### src/rtl/bldc_pkg.sv
// Shared types and the Hall commutation table for the BLDC sequencer.
// COMM_REVERSE_EN (see bldc_comm_seq) uses the rev argument of comm_lut.
package bldc_pkg;

    localparam int DUTY_W = 11;

    typedef enum logic [1:0] {
        COAST = 2'b00,
        REV   = 2'b01,
        FWD   = 2'b10,
        BRK   = 2'b11
    } coil_sel_t;

    typedef enum logic [1:0] {
        IDLE,
        RUN,
        BRAKE,
        STALL
    } state_t;

    typedef struct packed {
        coil_sel_t g;
        coil_sel_t y;
        coil_sel_t b;
    } coil_t;

    function automatic coil_sel_t flip(input coil_sel_t s);
        return (s == FWD) ? REV : (s == REV) ? FWD : s;
    endfunction

    function automatic logic hall_bad(input logic [2:0] h);
        return (h == 3'b000) || (h == 3'b111);
    endfunction

    function automatic coil_t comm_lut(input logic [2:0] h,
                                       input logic       rev);
        coil_t c;
        case (h)
            3'b101:  c = '{FWD,   REV,   COAST};
            3'b100:  c = '{FWD,   COAST, REV};
            3'b110:  c = '{COAST, FWD,   REV};
            3'b010:  c = '{REV,   FWD,   COAST};
            3'b011:  c = '{REV,   COAST, FWD};
            3'b001:  c = '{COAST, REV,   FWD};
            default: c = '{COAST, COAST, COAST};
        endcase
        if (rev) begin
            c = '{flip(c.g), flip(c.y), flip(c.b)};
        end
        return c;
    endfunction

endpackage

### src/rtl/duty_ramp.sv
// Slew-limited duty register; steps toward i_target once per i_en,
// or jumps straight to i_load_val when i_load is set.
module duty_ramp
    import bldc_pkg::*;
#(
    parameter int RAMP_STEP = 8
) (
    input  logic              clk,
    input  logic              rst_n,
    input  logic              i_en,
    input  logic              i_load,
    input  logic [DUTY_W-1:0] i_load_val,
    input  logic [DUTY_W-1:0] i_target,
    output logic [DUTY_W-1:0] o_duty,
    output logic              o_at_target
);

    localparam logic [DUTY_W-1:0] STEP = DUTY_W'(RAMP_STEP);

    logic [DUTY_W-1:0] r_duty;
    logic [DUTY_W-1:0] w_diff;
    logic [DUTY_W-1:0] w_next;
    logic              w_up;

    always_comb begin
        w_up   = i_target > r_duty;
        w_diff = w_up ? (i_target - r_duty) : (r_duty - i_target);
        if (w_diff > STEP) begin
            w_diff = STEP;
        end
        w_next = w_up ? (r_duty + w_diff) : (r_duty - w_diff);
        if (i_load) begin
            w_next = i_load_val;
        end
    end

    always_ff @(posedge clk or negedge rst_n) begin
        if (!rst_n) begin
            r_duty <= '0;
        end else if (i_en) begin
            r_duty <= w_next;
        end
    end

    assign o_duty      = r_duty;
    assign o_at_target = (r_duty == i_target);

endmodule

### src/rtl/bldc_comm_seq.sv
// BLDC commutation/duty sequencer, all updates aligned to PWM_synch.
// Define COMM_REVERSE_EN to add the dir input (reversal via zero duty).
module bldc_comm_seq
    import bldc_pkg::*;
#(
    parameter int                RAMP_STEP = 8,
    parameter int                STALL_CNT = 2000,
    parameter logic [DUTY_W-1:0] BRK_DUTY  = 11'h600
) (
    input  logic              clk,
    input  logic              rst_n,
    input  logic              hallGrn,
    input  logic              hallYlw,
    input  logic              hallBlu,
    input  logic [DUTY_W-1:0] drv_mag,
    input  logic              brake_n,
    input  logic              PWM_synch,
`ifdef COMM_REVERSE_EN
    input  logic              dir,
`endif
    output logic [1:0]        selGrn,
    output logic [1:0]        selYlw,
    output logic [1:0]        selBlu,
    output logic [DUTY_W-1:0] duty,
    output logic              stall,
    output logic              hall_err
);

    localparam int            CW      = $clog2(STALL_CNT + 1);
    localparam logic [CW-1:0] CNT_MAX = CW'(STALL_CNT);

    logic [2:0]        r_hs1, r_hs2, r_hall_q;
    state_t            r_state, w_next;
    coil_t             r_sel, w_sel;
    logic [CW-1:0]     r_cnt, w_cnt;
    logic              r_stall, r_hall_err;
    logic              w_edge, w_load, w_at_tgt, w_rev;
    logic [DUTY_W-1:0] w_duty, w_tgt, w_load_val;

`ifdef COMM_REVERSE_EN
    logic r_dir;
    // a direction change in RUN waits until duty has ramped to zero
    assign w_rev = (r_state != RUN || w_duty == '0) ? dir : r_dir;
    assign w_tgt = (r_state == RUN && dir != r_dir) ? '0 : drv_mag;

    always_ff @(posedge clk or negedge rst_n) begin
        if (!rst_n) begin
            r_dir <= 1'b0;
        end else if (PWM_synch) begin
            r_dir <= w_rev;
        end
    end
`else
    assign w_rev = 1'b0;
    assign w_tgt = drv_mag;
`endif

    assign w_edge = (r_hs2 != r_hall_q);

    always_ff @(posedge clk or negedge rst_n) begin
        if (!rst_n) begin
            r_hs1    <= '0;
            r_hs2    <= '0;
            r_hall_q <= '0;
        end else begin
            r_hs1 <= {hallGrn, hallYlw, hallBlu};
            r_hs2 <= r_hs1;
            if (PWM_synch) begin
                r_hall_q <= r_hs2;
            end
        end
    end

    always_comb begin
        w_next     = r_state;
        w_cnt      = '0;
        w_sel      = '{COAST, COAST, COAST};
        w_load     = 1'b1;
        w_load_val = '0;
        unique case (r_state)
            IDLE: begin
                if (!brake_n) w_next = BRAKE;
                else if (drv_mag != '0) w_next = RUN;
            end
            RUN: begin
                w_cnt = r_cnt;
                if (w_edge || w_duty == '0) w_cnt = '0;
                else if (r_cnt != CNT_MAX) w_cnt = r_cnt + 1'b1;
                if (!brake_n) w_next = BRAKE;
                else if (w_cnt == CNT_MAX) w_next = STALL;
                else if (drv_mag == '0 && w_at_tgt) w_next = IDLE;
            end
            BRAKE: begin
                if (brake_n) w_next = IDLE;
            end
            STALL: begin
                if (drv_mag == '0) w_next = IDLE;
            end
        endcase
        if (w_next != RUN) w_cnt = '0;
        unique case (w_next)
            RUN: begin
                w_sel  = comm_lut(r_hs2, w_rev);
                w_load = 1'b0;
            end
            BRAKE: begin
                w_sel      = '{BRK, BRK, BRK};
                w_load_val = BRK_DUTY;
            end
            IDLE, STALL: ;
        endcase
    end

    always_ff @(posedge clk or negedge rst_n) begin
        if (!rst_n) begin
            r_state    <= IDLE;
            r_cnt      <= '0;
            r_sel      <= '{COAST, COAST, COAST};
            r_stall    <= 1'b0;
            r_hall_err <= 1'b0;
        end else if (PWM_synch) begin
            r_state    <= w_next;
            r_cnt      <= w_cnt;
            r_sel      <= w_sel;
            r_stall    <= (w_next == STALL);
            r_hall_err <= hall_bad(r_hs2);
        end
    end

    duty_ramp #(
        .RAMP_STEP (RAMP_STEP)
    ) u_ramp (
        .clk         (clk),
        .rst_n       (rst_n),
        .i_en        (PWM_synch),
        .i_load      (w_load),
        .i_load_val  (w_load_val),
        .i_target    (w_tgt),
        .o_duty      (w_duty),
        .o_at_target (w_at_tgt)
    );

    assign selGrn   = r_sel.g;
    assign selYlw   = r_sel.y;
    assign selBlu   = r_sel.b;
    assign duty     = w_duty;
    assign stall    = r_stall;
    assign hall_err = r_hall_err;

endmodule

### config.mk
export PLATFORM = sky130hd
export DESIGN_NAME = bldc_comm_seq
export DESIGN_NICKNAME = d
export VERILOG_FILES = /design/src/rtl/bldc_pkg.sv /design/src/rtl/duty_ramp.sv /design/src/rtl/bldc_comm_seq.sv
export SDC_FILE = /design/constraint.sdc
export NUM_CORES = 1
export LEC_CHECK = 0
export BUFFER_PORTS_ARGS = -buffer_cell sky130_fd_sc_hd__buf_2
export CORE_UTILIZATION = 61
export CTS_BUF_LIST = sky130_fd_sc_hd__clkbuf_16
export CTS_CLUSTER_SIZE = 24
export DETAILED_ROUTE_END_ITERATION = 6
export PLACE_DENSITY = 0.82
export SLEW_MARGIN = 20
export SYNTH_ARGS = -nofsm -noshare
export SYNTH_HDL_FRONTEND = slang
export SYNTH_SLANG_ARGS = --single-unit
### constraint.sdc
create_clock -name clk -period 6.3 [get_ports clk]
set_clock_uncertainty 0.15 [all_clocks]
set_input_delay 1.26 -clock clk [delete_from_list [all_inputs] [get_ports clk]]
set_output_delay 1.26 -clock clk [all_outputs]
set_load 0.1 [all_outputs]
==> results by group <==
GRT
  • Antenna violations before repair: 0
  • Largest net degree at the start of global routing: 44
  • Tot GR Track Use: 35.1%
  • Gr ovfl total: 0
  • Vias in the first global route: 3576
  • First-pass GRT wire length: 17700 µm

Die
  • Core Rows: 28
  • # IOs: 37
  • Die Span Y: 81.8 µm
  • Starting Density: 64.5%
  • Die W: 81.8 µm
  • Area of the core: 6030 µm²
  • Die Area: 6690 µm²

Logic synthesis
  • YS warnings: 0
  • EDFF count, synth: 0
  • Post-synthesis sequential area ratio: 26.4%
  • Main synth FF type: dfrtp_1
  • Syn Inst Count: 453
  • #FFs+latches synth: 41
  • Async set-reset flop share out of synthesis: 100%
  • Mapped Avg Cell Area: 8.57 µm²
  • Syn nets: 511
  • Synth unique cells: 69
  • Post-synthesis cell area: 3880 µm²

STA
  • Fin crit share: 101%
  • Fmax: 158 MHz
  • Worst slew pin tran: 944 ps
  • Max-slew violations: 0
  • Final Critical Period: 6340 ps
  • Count of final setup violators: 1
  • Max_slew headroom: 37.1%
  • Final WS setup: -38.5 ps
  • Final Hold Fails: 0
  • Fin Setup TNS: -38.5 ps

Final layout
  • Most frequent cells in the layout: 78 x buf_4, 45 x inv_1, 41 x dfrtp_1, 35 x buf_2, 29 x nand2_1
  • Share of layout cells above drive strength 1: 32.9%
  • Ant. Diodes: 0
  • Area growth from synthesis to layout: 27.8%
  • Nets: 607
  • Commonest non-fill, non-tap cell in the layout: buf_4

Power and ir drop
  • Internal power: 1100 µW
  • Worst vdd rail ir drop: 0.552 mV
  • Register share of total power: 16.3%
  • Clock share of power: 11.2%
  • Pleak: 0.00226 µW
  • Combinational power share: 72.5%
  • Power density over the cells: 463 nW/µm²
  • Switch share: 52.2%
  • NetSw: 1200 µW

Clock network
  • Maximum clock insertion buffer count: 2
  • H-tree depth: 2
  • Total CTS buffers: 5
  • CTS tree: done
  • Clk Latency, worst-skew pair: 290 ps
  • CTS sink count: 41
  • Post-cts hold buffer count: 0
  • Root buf cell: clkbuf_16
  • Clk slew on worst S/H paths: 60 ps

Min path
  • Worst hold path class: flip-flop to flip-flop

Detailed routing
  • DR vias: 4003
  • Drt first pass iters: 5
  • DR iter-0 viols: 307
  • WL per Instance: 19.9 µm
  • Final Routed Wirelength: 12400 µm
  • Post-route ant nets: 0
  • Routed vias/inst: 6.40
  • DRC errors left: 0

Job
  • Max-cap viol count: 0

Setup path
  • Worst Setup Start Kind: primary input
  • WP data arrival: 6350 ps
  • Crit. End Element: flip-flop
  • Critical Path RT: 6310 ps
  • Crit Path Class: primary input to flip-flop
  • Critical Path Fanout Max: 5

Run status
  • Outcome: finished with violations
  • Violated checks: setup timing

Place
  • Gp weighted congestion: 0.955
  • Pre-CTS setup slack: -465 ps
  • Post-DP HPWL: 8370 µm
  • Port bufs: 36
-- cell usage after synthesis (all sizes together) (8+ instances only) --
| cell | n | area, µm² |
|---|---|---|
| o31ai | 11 | 96.3 |
| xnor2 | 18 | 158 |
| nor3 | 8 | 40.0 |
| nor2b | 9 | 56.3 |
| ha | 37 | 463 |
| a21o | 10 | 75.1 |
| buf | 10 | 77.6 |
| nand2b | 10 | 62.6 |
| clkbuf | 16 | 60.1 |
| a21oi | 23 | 126 |
| o22ai | 15 | 93.8 |
| nand2 | 29 | 109 |
| dfrtp | 41 | 1030 |
| nor2 | 24 | 92.6 |
| nand3 | 17 | 85.1 |
| o21ai | 28 | 144 |
| inv | 46 | 173 |
| xor2 | 10 | 87.6 |
-- power groups by stage --
stage	clock [µW]	combinational [µW]	sequential (µW)
after floorplan	0	755	661
after global placement	0	1460	370
after detailed placement	0	1470	373
after CTS	258	1520	370
after global routing	268	1760	379
final	257	1670	375
-- path summary, 6_finish.rpt --
path / from / slack, ps / to / cells after the start
setup / recovery: drv_mag[3] / -40 / u_ramp.o_duty[10]$_DFFE_PN0P_ / 27
hold / removal: r_hs1[1]$_DFF_PN0_ / 200 / r_hs2[1]$_DFF_PN0_ / 0
setup reg to reg: u_ramp.o_duty[2]$_DFFE_PN0P_ / 430 / u_ramp.o_duty[10]$_DFFE_PN0P_ / 26
hold reg to reg: r_hs1[1]$_DFF_PN0_ / 200 / r_hs2[1]$_DFF_PN0_ / 0
max in group asynchronous: rst_n / 4440 / r_hs1[0]$_DFF_PN0_ / 1
min in group asynchronous: rst_n / 960 / u_ramp.o_duty[6]$_DFFE_PN0P_ / 1
-- stage by stage --
step	area [µm²]	utilization [%]	total power, µW	cells	hold slack, ps
after floorplan	3890	-	1420	453	181
after global placement	4550	75.5	1830	608	185
after detailed placement	4550	75.5	1840	608	190
after CTS	4760	79.0	2140	619	204
after global routing	4960	82.4	2410	625	207
final	4960	82.4	2300	625	204
-- per-layer routing --
layer  part of all wire, %  global-route usage, %  vias up
li1                      -                      -     1816
met1                    41                   46.9     1910
met2                    47                   56.5      224
met3                   7.2                   6.00       53
met4                   4.5                   13.3        0
met5                     0                      0        -
-- cell families after synthesis --
kind of cell               count (synthesis)  share of synthesized area, %
and+or+nand+nor                          131                          18.6
AOI/OAI and AO/OA                        128                          23.7
buffers and inverters                     72                          7.99
adders and majority gates                 41                          13.7
DFF                                       41                          26.4
xor gates and xnor gates                  28                          6.31
muxes                                     12                          3.32
-- timing repair --
item / in CTS / in global routing
gates resized for setup: 13 / 34
cloned: 0 / 0
pin swaps: 12 / 24
endpoints found under the setup margin: 4 / 6
buffers inserted: 3 / 6
-- area by class of cell --
class	instances	area, µm²
multi-input cells	340	2750
well taps	75	93.8
inverters	46	173
clock buffers	5	125
clock inverters	3	21.3
repair buffers	115	779
fillers	359	1060
flip-flops and latches	41	1030
-- worst max-delay path, cell delays in order --
cell	delay [ps]
buf_2	110
buf_4	130
ha_2	190
a21o_1	180
a21oi_4	200
a211oi_4	100
o31ai_4	390
mux2i_2	350
xnor2_1	170
nand3b_1	190
a2111oi_4	490
nand2b_1	190
ha_2	230
buf_4	140
nor3b_2	170
o31a_1	220
ha_4	220
a21o_1	180
a21oi_2	190
o21ai_2	90
a21oi_2	180
o21ai_2	130
a31o_4	250
nor3_2	170
o31ai_1	90
o311ai_1	80
nor2_1	70
-- flip-flops by register name, indices dropped and copies added (netlist names), 2 cells and up --
register and count:
r_cnt 11, u_ramp.o_duty 11, selGrn 2, r_hs1 3
selBlu 2, r_hs2 3, selYlw 2, r_state 2
r_hall_q 3
(Power assumes the default switching activity.)
